--- src/rtl/cam_req_sequencer.sv ---
// Request sequencer in front of the 32x32 CAM: buffers read/write/search ops in a FIFO,
// issues them one at a time and returns read/search results. Define CAM_REQ_SEQ_STATS_EN for hit/miss counters.
module cam_req_sequencer #(
  parameter int DEPTH   = 4,
  parameter int CAM_LAT = 1
) (
  input  logic        clk_i,
  input  logic        rst_i,
  input  logic        req_valid_i,
  output logic        req_ready_o,
  input  logic [1:0]  req_op_i,
  input  logic [4:0]  req_index_i,
  input  logic [31:0] req_data_i,
  output logic        rsp_valid_o,
  input  logic        rsp_ready_i,
  output logic        rsp_hit_o,
  output logic [31:0] rsp_data_o,
  output logic        rsp_is_search_o,
  output logic        cam_read_enable_o,
  output logic        cam_write_enable_o,
  output logic        cam_search_enable_o,
  output logic [4:0]  cam_read_index_o,
  output logic [4:0]  cam_write_index_o,
  output logic [31:0] cam_write_data_o,
  output logic [31:0] cam_search_data_o,
  input  logic        cam_read_valid_i,
  input  logic [31:0] cam_read_value_i,
  input  logic        cam_search_valid_i,
  input  logic [4:0]  cam_search_index_i
`ifdef CAM_REQ_SEQ_STATS_EN
  ,
  output logic [15:0] stat_hits_o,
  output logic [15:0] stat_misses_o
`endif
);

  localparam int AW = $clog2(DEPTH);
  localparam int CW = (CAM_LAT > 1) ? $clog2(CAM_LAT) : 1;
  localparam logic [AW:0] CNT_FULL = (AW+1)'(DEPTH);
  localparam logic [1:0] OP_RD = 2'b00;
  localparam logic [1:0] OP_WR = 2'b01;
  localparam logic [1:0] OP_SR = 2'b10;

  typedef enum logic [1:0] {ST_IDLE, ST_ISSUE, ST_WAIT, ST_RESP} state_t;

  typedef struct packed {
    logic [1:0]  op;
    logic [4:0]  idx;
    logic [31:0] data;
  } req_t;

  state_t        state_q, state_d;
  logic [CW-1:0] wcnt_q, wcnt_d;
  req_t          mem_q [DEPTH];
  logic [AW-1:0] wr_ptr_q, rd_ptr_q;
  logic [AW:0]   count_q, count_d;
  logic          ready_q;
  logic          pend_search_q;
  logic          rsp_valid_q, rsp_hit_q, rsp_is_search_q;
  logic [31:0]   rsp_data_q;
  logic [4:0]    rd_idx_q, wr_idx_q;
  logic [31:0]   wr_data_q, sr_data_q;
  logic          push, pop, rd_en, wr_en, sr_en, capture;
  req_t          head;

  assign head = mem_q[rd_ptr_q];
  assign push = req_valid_i && ready_q;
  assign pop  = (state_q == ST_ISSUE);

  always_comb begin
    count_d = count_q;
    if (push && !pop)      count_d = count_q + (AW+1)'(1);
    else if (!push && pop) count_d = count_q - (AW+1)'(1);
  end

  always_comb begin
    state_d = state_q;
    wcnt_d  = wcnt_q;
    rd_en   = 1'b0;
    wr_en   = 1'b0;
    sr_en   = 1'b0;
    capture = 1'b0;
    case (state_q)
      ST_IDLE: if (count_q != '0) state_d = ST_ISSUE;
      ST_ISSUE: begin
        case (head.op)
          OP_RD, OP_SR: begin
            rd_en   = (head.op == OP_RD);
            sr_en   = (head.op == OP_SR);
            wcnt_d  = CW'(CAM_LAT - 1);
            state_d = ST_WAIT;
          end
          default: begin
            // writes stream back-to-back; the reserved op is popped silently
            wr_en   = (head.op == OP_WR);
            state_d = (count_d != '0) ? ST_ISSUE : ST_IDLE;
          end
        endcase
      end
      ST_WAIT: begin
        if (wcnt_q == '0) begin
          capture = 1'b1;
          state_d = ST_RESP;
        end else begin
          wcnt_d = wcnt_q - CW'(1);
        end
      end
      ST_RESP: if (rsp_ready_i) state_d = (count_q != '0) ? ST_ISSUE : ST_IDLE;
      default: state_d = ST_IDLE;
    endcase
  end

  always_ff @(posedge clk_i) begin
    if (push) mem_q[wr_ptr_q] <= '{op: req_op_i, idx: req_index_i, data: req_data_i};
  end

  always_ff @(posedge clk_i or negedge rst_i) begin
    if (!rst_i) begin
      state_q         <= ST_IDLE;
      wcnt_q          <= '0;
      wr_ptr_q        <= '0;
      rd_ptr_q        <= '0;
      count_q         <= '0;
      ready_q         <= 1'b0;
      pend_search_q   <= 1'b0;
      rsp_valid_q     <= 1'b0;
      rsp_hit_q       <= 1'b0;
      rsp_is_search_q <= 1'b0;
      rsp_data_q      <= '0;
      rd_idx_q        <= '0;
      wr_idx_q        <= '0;
      wr_data_q       <= '0;
      sr_data_q       <= '0;
    end else begin
      state_q <= state_d;
      wcnt_q  <= wcnt_d;
      count_q <= count_d;
      ready_q <= (count_d != CNT_FULL);
      if (push) wr_ptr_q <= wr_ptr_q + AW'(1);
      if (pop)  rd_ptr_q <= rd_ptr_q + AW'(1);
      if (pop)  pend_search_q <= (head.op == OP_SR);
      if (rd_en) rd_idx_q <= head.idx;
      if (wr_en) begin
        wr_idx_q  <= head.idx;
        wr_data_q <= head.data;
      end
      if (sr_en) sr_data_q <= head.data;
      if (capture) begin
        rsp_valid_q     <= 1'b1;
        rsp_is_search_q <= pend_search_q;
        rsp_hit_q       <= pend_search_q ? cam_search_valid_i : cam_read_valid_i;
        rsp_data_q      <= pend_search_q ? {27'b0, cam_search_index_i} : cam_read_value_i;
      end else if (state_q == ST_RESP && rsp_ready_i) begin
        rsp_valid_q <= 1'b0;
      end
    end
  end

`ifdef CAM_REQ_SEQ_STATS_EN
  logic [15:0] hits_q, misses_q;

  always_ff @(posedge clk_i or negedge rst_i) begin
    if (!rst_i) begin
      hits_q   <= '0;
      misses_q <= '0;
    end else if (capture && pend_search_q) begin
      if (cam_search_valid_i && hits_q != 16'hFFFF)         hits_q   <= hits_q + 16'd1;
      else if (!cam_search_valid_i && misses_q != 16'hFFFF) misses_q <= misses_q + 16'd1;
    end
  end

  assign stat_hits_o   = hits_q;
  assign stat_misses_o = misses_q;
`endif

  // index/data buses show the head entry only while its enable is high, else the last issued value
  assign req_ready_o         = ready_q;
  assign rsp_valid_o         = rsp_valid_q;
  assign rsp_hit_o           = rsp_hit_q;
  assign rsp_data_o          = rsp_data_q;
  assign rsp_is_search_o     = rsp_is_search_q;
  assign cam_read_enable_o   = rd_en;
  assign cam_write_enable_o  = wr_en;
  assign cam_search_enable_o = sr_en;
  assign cam_read_index_o    = rd_en ? head.idx : rd_idx_q;
  assign cam_write_index_o   = wr_en ? head.idx : wr_idx_q;
  assign cam_write_data_o    = wr_en ? head.data : wr_data_q;
  assign cam_search_data_o   = sr_en ? head.data : sr_data_q;

endmodule

--- config.mk ---
export PLATFORM = sky130hd
export DESIGN_NAME = cam_req_sequencer
export DESIGN_NICKNAME = d
export VERILOG_FILES = /design/src/rtl/cam_req_sequencer.sv
export SDC_FILE = /design/constraint.sdc
export NUM_CORES = 1
export LEC_CHECK = 0
export ABC_AREA = 0
export CAP_MARGIN = 20
export CORE_MARGIN = 1.5
export CORE_UTILIZATION = 33
export DETAILED_ROUTE_END_ITERATION = 8
export PLACE_DENSITY = 0.65
export SLEW_MARGIN = 20
export SYNTH_ARGS = -nofsm -noshare
export SYNTH_HDL_FRONTEND = slang
export SYNTH_SLANG_ARGS = --single-unit
--- constraint.sdc ---
create_clock -name clk_i -period 6.7 [get_ports clk_i]
set_clock_uncertainty 0.2 [all_clocks]
set_input_delay 1.34 -clock clk_i [delete_from_list [all_inputs] [get_ports clk_i]]
set_output_delay 1.34 -clock clk_i [all_outputs]
set_load 0.02 [all_outputs]
==> results.yml, run 1 <==
grt:
  grt_overflow_total: 0
  antenna_found_initial: 1
  grt_usage_pct: 13.5
  grt_pass1_wl_um: 34700
  grt_max_degree: 74
  grt_pass1_vias: 6143
finish:
  final_cell_area_um2: 14000
  drive_gt1_share_pct: 21.9
  multi_input_area_um2: 2760
  fill_cells: 2790
  antenna_cells: 0
  layout.cells.non_filler: 1220
  final_core_util_pct: 44.2
  seq_area_um2: 7690
  fin_nets: 882
  syn_to_final_growth_pct: 31.4
clocking:
  clk_pin_slew_worst_paths_ns: 0.06
  cts_made_buffers: 31
  postCtsResizedCells: 0
  clockBufferDepth: 3
  post-cts-setup-buffers: 0
  ctsHoldBuffers: 0
  worstSkewPairLatency_ns: 0.56
  cts.sinks: 276
  cts_tree: "done"
  htree_levels: 1
  clockRootBuffer: "clkbuf_16"
critical_path:
  worstPathArrival_ns: 3.80
  critical_path.max_fanout: 41
  cp_num_buf_inv: 2
  crit_path_end_kind: "primary output"
  path_class: "flop to primary output"
  start_kind: "flop"
  cp_slowest_stage_delay_ns: 0.94
  crit_chain: "and3b_1 > nand2_1 > a21oi_4 > buf_4 > mux2_2 > clkdlybuf4s50_1"
  critical-path-slowest-cell: "dfrtp_4"
  path_delay_family: "buffers and inverters"
  required_ns: 5.16
sta:
  tns_ns: 0
  setup_viol: 0
  period_minus_slack_ns: 5.34
  tightest_slew_ns: 0.873
  max_clock_freq_ghz: 0.187
  hold_viol: 0
  slew_violations: 0
  fin_crit_sh_pct: 79.7
  relSlewSlack_pct: 41.8
  rsz0062_at_grt: "false"
  hold_slack_ns: 0.279
placement:
  gp_congestion: 0.752
  place_inst: 1161
  hpwl_um: 13700
  placedInstanceArea_um2: 13000
  io_buffers: 194
yosys:
  yosysSeqAreaShare_pct: 72.2
  netlist_instances: 586
  synth_flop_cell: "edfxtp_1"
  async_flop_share_pct: 43.5
  yosysMostFrequentCell: "edfxtp_1"
  synth_common_cells: "edfxtp_1, dfrtp_1, mux2_2"
  synth_area_um2: 10600
  yosysTopAreaCell: "edfxtp_1"
  ys_seq_elements: 276
  synth_edf_count: 156
  synthDistinctLibCells: 39
  synth_warnings: 0
  synth_area_leaders: "edfxtp_1, dfrtp_1, mux4_2"
  synth_top_area_share_pct: 44.0
  syn_area_per_cell_um2: 18.2
  syn_nets: 675
status:
  status: "completed"
route:
  ant_nets: 0
  drc: 0
  vias: 5637
  totalWireLength_um: 22400
  viasPerCell: 4.62
  dr.pass1.iters: 4
  wl_per_cell_um: 18.3
  dr.first_iter.drc_count: 329
floorplanning:
  die_area_um2: 33300
  die_w_um: 183
  core_um2: 31600
  num_rows: 65
  initial_core_util_pct: 33.6
  die_h_um: 183
  ioPinCount: 195
power_and_ir_drop:
  power_density_nw_per_um2: 523
  vdd_ir_drop_max_mv: 0.344
  p_leak_nw: 5.24
flow_run:
  cap_viol_max_count: 0
hold_path:
  hold_path.class: "flop to flop"
cell type report:
type | count | share of cell area (%)
Sequential cell | 276 | 55.0
Tap cell | 402 | 3.60
Inverter | 6 | 0.161
Clock inverter | 17 | 0.975
Multi-Input combinational cell | 276 | 19.7
Timing Repair Buffer | 202 | 14.4
Clock buffer | 41 | 6.11
through the flow:
stage / worst slack [ns] / total power [mW]
final: 1.36 / 7.31
after detailed placement: 1.82 / 5.76
after global routing: 1.03 / 7.72
after CTS: 1.20 / 7.43
after floorplan: 3.48 / 4.49
after global placement: 1.82 / 5.72
worst min-delay path, delay by kind of cell, from the launching register on:
kind	cells	cell delay, ns
flip-flops	1	0.34
AND/OR/NAND/NOR	1	0.04
AO/OA/AOI/OAI	1	0.06
flip-flops by register name, indices dropped and copies added (netlist names), named ones only:
register,flops
wr_ptr_q,2
rsp_hit_o,1
rsp_is_search_o,1
rd_ptr_q,2
count_q,3
rd_idx_q,5
state_q,1
rsp_valid_o,1
pend_search_q,1
sr_data_q,32
wr_data_q,32
mem_q,156
req_ready_o,1
rsp_data_o,32
wr_idx_q,5
metal layers:
metal / vias up / GRT usage, % / share of wire, %
met5: - / 0 / 0.049
met2: 141 / 21.8 / 46
li1: 2618 / - / -
met4: 2 / 4.60 / 3.4
met3: 50 / 3.43 / 5.7
met1: 2826 / 17.7 / 45
cell usage in the layout (no fill, tap or decap), drive strengths merged, types with 2 or more instances in the layout:
cell type and n:
o211ai 3, nand3b 3, edfxtp 156, inv 7, nand2 46, and3 5, bufinv 2, clkbuf 41
xnor2 3, ha 7, mux2 76, a21oi 2, mux4 37, clkinv 13, clkdlybuf4s50 193, xor2 2
dfrtp 120, o21ai 35, buf 9, nand2b 29, mux2i 10, nor2 4
path summary, 6_finish.rpt:
path | slack, ns | cells past startpoint | startpoint | endpoint
setup / recovery | 1.36 | 6 | rd_ptr_q[0] | cam_write_index_o[4]
hold / removal | 0.28 | 2 | rsp_data_o[14] | rsp_data_o[14]
setup reg to reg | 3.67 | 5 | rd_ptr_q[0] | wr_data_q[12]
hold reg to reg | 0.28 | 2 | rsp_data_o[14] | rsp_data_o[14]
max in group asynchronous | 4.56 | 2 | rst_i | sr_data_q[24]
min in group asynchronous | 0.59 | 1 | rst_i | sr_data_q[7]
logic make-up after synthesis:
family / count (synthesis) / synth area share, %
AO/OA/AOI/OAI: 45 / 2.38
XOR/XNOR: 5 / 0.412
adder cells (fa/ha/maj): 7 / 0.823
buffers and inverters: 34 / 2.06
flip-flops: 276 / 72.2
multiplexers: 123 / 17.5
AND/OR/NAND/NOR: 96 / 4.56
report_power, final:
group / internal (mW) / total (mW) / switching, mW
Combinational: 1.52 / 3.02 / 1.50
Sequential: 2.38 / 2.66 / 0.282
Clock: 0.969 / 1.63 / 0.657
Total: 4.88 / 7.31 / 2.43
No activity file was read; power rests on OpenSTA's default activity.
==> run 2: changes to the inputs <==
clock period = 5.15 ns   (was 6.7 ns; I/O delays follow)
==> run 2 against run 1 <==
Worst setup slack got worse by 0.72 ns; clock-buffer cell count decreased by 2; power increased by 29%; first-iteration DRC count decreased by 16%; final cell count about the same; sequential cell count unchanged; cell area decreased by 0.38%; clock power increased by 23%; non-clock buffer count increased by 3; combinational power increased by 33%; sequential power increased by 28%; register-to-register slack got worse by 1.0 ns; critical endpoint unchanged.
==> results.yml, run 2 (synthesis results as in run 1) <==
status:
  status: "completed"
critical_path:
  crit_path_end_kind: "primary output"
  cp.depth: 6
  r2r_slack_ns: 2.66
  critical-path-slowest-cell: "dfrtp_4"
  critical_path.max_fanout: 28
  crit_chain: "nor3b_1 > nand2_1 > a21oi_4 > buf_4 > mux2_2 > clkdlybuf4s50_1"
  required_ns: 3.92
  timing.rr.start: "rd_ptr_q[0]"
  cp_num_buf_inv: 2
  worstRegToRegCells: 5
  cp_slowest_stage_delay_ns: 0.64
  path_class: "flop to primary output"
  reg2reg_to: "wr_data_q[18]"
  start_kind: "flop"
  path_delay_family: "buffers and inverters"
  worstPathArrival_ns: 3.28
floorplanning:
  die_area_um2: 33300
  core_um2: 31600
  die_w_um: 183
  ioPinCount: 195
  num_rows: 65
  initial_core_util_pct: 33.6
  die_h_um: 183
power_and_ir_drop:
  clkPwrFrac_pct: 21.2
  power_density_nw_per_um2: 675
  seqPwrFrac_pct: 36.2
  combPwrFrac_pct: 42.6
  p_leak_nw: 5.21
  p_switching_mw: 3.16
  intPower_mw: 6.24
  switching_share_pct: 33.6
  vdd_ir_drop_max_mv: 0.404
  power_mw: 9.40
sta:
  rsz0062_at_grt: "false"
  relSlewSlack_pct: 32.4
  slew_violations: 0
  period_minus_slack_ns: 4.51
  tns_ns: 0
  hold_viol: 0
  max_clock_freq_ghz: 0.222
  tightest_slew_ns: 1.01
  fin_crit_sh_pct: 87.5
  setup_viol: 0
finish:
  top_register: "mem_q"
  layout_common_cells: "clkdlybuf4s50_1, edfxtp_1, dfrtp_1, mux2_2, nand2_1"
  syn_to_final_growth_pct: 30.9
  final_common_cell: "clkdlybuf4s50_1"
  largest_register_ff_count: 156
  final_core_util_pct: 44.0
  fin_nets: 883
  drive_gt1_share_pct: 22.2
route:
  viasPerCell: 4.61
  ant_nets: 0
  wl_per_cell_um: 18.5
  drc: 0
  dr.first_iter.drc_count: 276
  dr.pass1.iters: 4
  totalWireLength_um: 22500
  vias: 5630
placement:
  hpwl_um: 14300
  io_buffers: 194
  gp_congestion: 0.724
hold_path:
  min_from: "rsp_valid_o"
  worstHoldPathCells: 2
  hold_path_end: "rsp_valid_o"
  hold_path.class: "flop to flop"
grt:
  grt_max_degree: 100
  grt_usage_pct: 13.5
  antenna_found_initial: 1
  grt_pass1_vias: 5904
  grt_overflow_total: 0
  grt_pass1_wl_um: 34600
flow_run:
  cap_viol_max_count: 0
clocking:
  worstSkewPairLatency_ns: 0.54
  cts.sinks: 276
  clockRootBuffer: "clkbuf_16"
  post-cts-setup-buffers: 0
  cts_tree: "done"
  ctsHoldBuffers: 0
  clockBufferDepth: 3
  clk_pin_slew_worst_paths_ns: 0.06
  postCtsResizedCells: 0
  cts_made_buffers: 29
  htree_levels: 1
[run 2: worst reg2reg max path: stages, from the launching register on]
cell and delay [ns]:
dfrtp_4 0.64, nor3b_1 0.30, nand2_1 0.16, a21oi_4 0.18, buf_4 0.45, mux2_2 0.43
[run 2: final cells by class]
cell class / instances / area [um^2]
tap: 402 / 503
fill: 2767 / 17700
multi-input combinational: 276 / 2760
timing repair buffer: 205 / 2030
clock inverter: 15 / 109
sequential: 276 / 7690
clock buffer: 39 / 813
antenna: 2 / 5.00
inverter: 6 / 22.5
[run 2: through the flow]
step	worst slack, ns	hold WS [ns]	cells	cell area, um^2
finish	0.642	0.271	1221	13900
global route	0.423	0.299	1220	13900
CTS	0.564	0.278	1219	13900
detailed placement	1.15	0.262	1165	13000
floorplan	2.24	0.305	586	10600
global placement	1.13	0.259	1165	13000
[run 2: worst max path at each step]
stage           startpoint              endpoint  slack, ns
2_1_floorplan  rd_ptr_q[1]  cam_write_data_o[10]       2.24
3_3_place_gp   rd_ptr_q[0]  cam_write_index_o[4]       1.13
3_5_place_dp   rd_ptr_q[0]  cam_write_index_o[4]       1.15
4_1_cts        rd_ptr_q[0]  cam_write_index_o[4]       0.56
5_1_grt        rd_ptr_q[0]  cam_write_index_o[4]       0.42
6_report       rd_ptr_q[0]  cam_write_index_o[4]       0.64
[run 2: power by group through the flow]
| stage | logic (mW) | registers (mW) | clock network, mW |
|---|---|---|---|
| 3_3_place_gp | 4.04 | 3.42 | 0 |
| 5_1_grt | 4.31 | 3.49 | 2.13 |
| 3_5_place_dp | 4.07 | 3.45 | 0 |
| 6_report | 4.01 | 3.40 | 2.00 |
| 2_1_floorplan | 2.37 | 3.47 | 0 |
| 4_1_cts | 4.09 | 3.41 | 2.05 |
[run 2: routing by layer]
metal | up-vias | track usage [%] | share of wire [%] | wire (um)
met3 | 34 | 2.75 | 4.7 | 1060
met1 | 2835 | 18.5 | 45 | 10200
met2 | 137 | 21.7 | 48 | 10700
met5 | - | 0 | 0 | 0
li1 | 2624 | - | - | -
met4 | 0 | 4.43 | 2.6 | 580
==> run 3: changes to the inputs <==
DONT_BUFFER_PORTS = 1   (was not set)
PLACE_DENSITY = 0.57   (was 0.65)
SLEW_MARGIN = not set   (was 20)
==> run 3 against run 2 <==
Combinational power down 33%; core utilization down 5.8 points; cell area down 13%; sequential cell count unchanged; sequential power up 7.1%; global-route usage down 0.77 points; sequential share of layout area up 8.4 points; first-iteration DRC count up 15%; clock-buffer cell count up 5; largest power group is now registers; highest routed layer unchanged.
==> results.yml, run 3 (synthesis results as in run 1) <==
status:
  status: "completed"
clocking:
  cts_tree: "done"
  postCtsResizedCells: 0
  clk_pin_slew_worst_paths_ns: 0.06
  cts.sinks: 276
  worstSkewPairLatency_ns: 0.56
  clockRootBuffer: "clkbuf_16"
  ctsHoldBuffers: 1
  post-cts-setup-buffers: 0
  cts_made_buffers: 29
  clockBufferDepth: 3
  htree_levels: 1
sta:
  tightest_slew_ns: 1.03
  max_clock_freq_ghz: 0.215
  hold_viol: 0
  hold_slack_ns: 0.176
  rsz0062_at_grt: "false"
  tns_ns: 0
  slew_violations: 0
  period_minus_slack_ns: 4.65
  relSlewSlack_pct: 31.4
  setup_viol: 0
  fin_crit_sh_pct: 90.2
critical_path:
  critical_path.max_fanout: 41
  worstPathArrival_ns: 3.42
  timing.rr.start: "rd_ptr_q[0]"
  path_class: "flop to primary output"
  crit_start: "rd_ptr_q[0]"
  crit_path_end_kind: "primary output"
  required_ns: 3.92
  start_kind: "flop"
grt:
  grt.met2_usage_pct: 22.1
  antenna_found_initial: 0
  grt_usage_pct: 12.8
  grt_most_used_layer: "met2"
  grtUsageMet3_pct: 4.49
  grtUsageMet1_pct: 15.0
  grt_overflow_total: 0
  grt_max_degree: 121
  grt_pass1_vias: 5573
  grt_pass1_wl_um: 32500
power_and_ir_drop:
  combPwrFrac_pct: 32.1
  p_switching_mw: 3.03
  seqPwrFrac_pct: 43.3
  clkPwrFrac_pct: 24.6
  intPower_mw: 5.38
  power_density_nw_per_um2: 695
  p_leak_nw: 4.50
  vdd_ir_drop_max_mv: 0.336
  switching_share_pct: 36.1
finish:
  fin_nets: 688
  top_register: "mem_q"
  layout_common_cells: "edfxtp_1, dfrtp_1, mux2_2, nand2_1, mux4_2"
  layout.cells.non_filler: 1024
  fill_cells: 2895
  antenna_cells: 0
  syn_to_final_growth_pct: 13.6
  final_core_util_pct: 38.2
  final_common_cell: "edfxtp_1"
  largest_register_ff_count: 156
  final_cell_area_um2: 12100
  drive_gt1_share_pct: 28.8
flow_run:
  cap_viol_max_count: 0
placement:
  hpwl_um: 13800
  place_inst: 969
  gp_congestion: 0.715
  placedInstanceArea_um2: 11100
  io_buffers: 0
floorplanning:
  initial_core_util_pct: 33.6
  die_area_um2: 33300
  core_um2: 31600
  die_h_um: 183
  die_w_um: 183
  ioPinCount: 195
  num_rows: 65
route:
  totalWireLength_um: 21200
  viasPerCell: 4.90
  ant_nets: 0
  vias: 5017
  dr.pass1.iters: 4
  dr.first_iter.drc_count: 317
  wl_per_cell_um: 20.7
  drc: 0
hold_path:
  hold_path.class: "input port to async pin"
run 3: cell types whose count changed in the layout (fill, tap and decap cells not counted), moves of 2 or more:
cell	delta
clkdlybuf4s50_1	-193
buf_4	-6
buf_12	+4
clkbuf_16	+3
clkinv_2	-3
clkinv_1	-2
diode_2	-2
inv_4	+2
run 3: power by group through the flow:
stage | Sequential (mW) | Clock (mW) | Combinational (mW)
global placement | 3.67 | 0 | 2.60
detailed placement | 3.70 | 0 | 2.74
global route | 3.75 | 2.21 | 2.92
CTS | 3.66 | 2.13 | 2.76
finish | 3.64 | 2.07 | 2.70
floorplan | 3.47 | 0 | 2.37
run 3: critical path, cell delays in order, from the launching register on:
cell and delay (ns):
dfrtp_4 1.00, and3b_1 0.33, nand2_1 0.13, a21oi_4 0.50, buf_4 0.42, mux2_2 0.45
run 3: path summary, 6_finish.rpt:
kind,to,slack [ns],depth (start not counted)
min in group clk_i,wr_data_q[10],0.35,1
max in group asynchronous,rd_ptr_q[0],3.91,1
max,cam_write_data_o[31],0.50,5
max reg2reg,wr_data_q[31],1.95,5
min reg2reg,wr_data_q[10],0.35,1
min,sr_data_q[12],0.18,1
run 3: area by class of cell:
cell class | count | area [um^2] | area share [%]
clock buffer | 44 | 906 | 7.49
tap | 402 | 503 | 4.16
sequential | 276 | 7690 | 63.6
inverter | 6 | 22.5 | 0.186
timing repair buffer | 10 | 145 | 1.20
multi-input combinational | 276 | 2750 | 22.8
clock inverter | 10 | 71.3 | 0.590
run 3: per-layer routing:
metal	vias up	routed length (um)	share of wire, %
met2	188	10200	48
met3	35	1850	8.8
met1	2581	8590	41
met4	0	498	2.4
met5	-	0	0
li1	2213	-	-
run 3: metrics by stage:
step	worst slack, ns	power [mW]
final	0.502	8.41
after global routing	0.226	8.88
after CTS	0.355	8.56
after detailed placement	0.966	6.44
after global placement	1.03	6.26
after floorplan	2.24	5.84
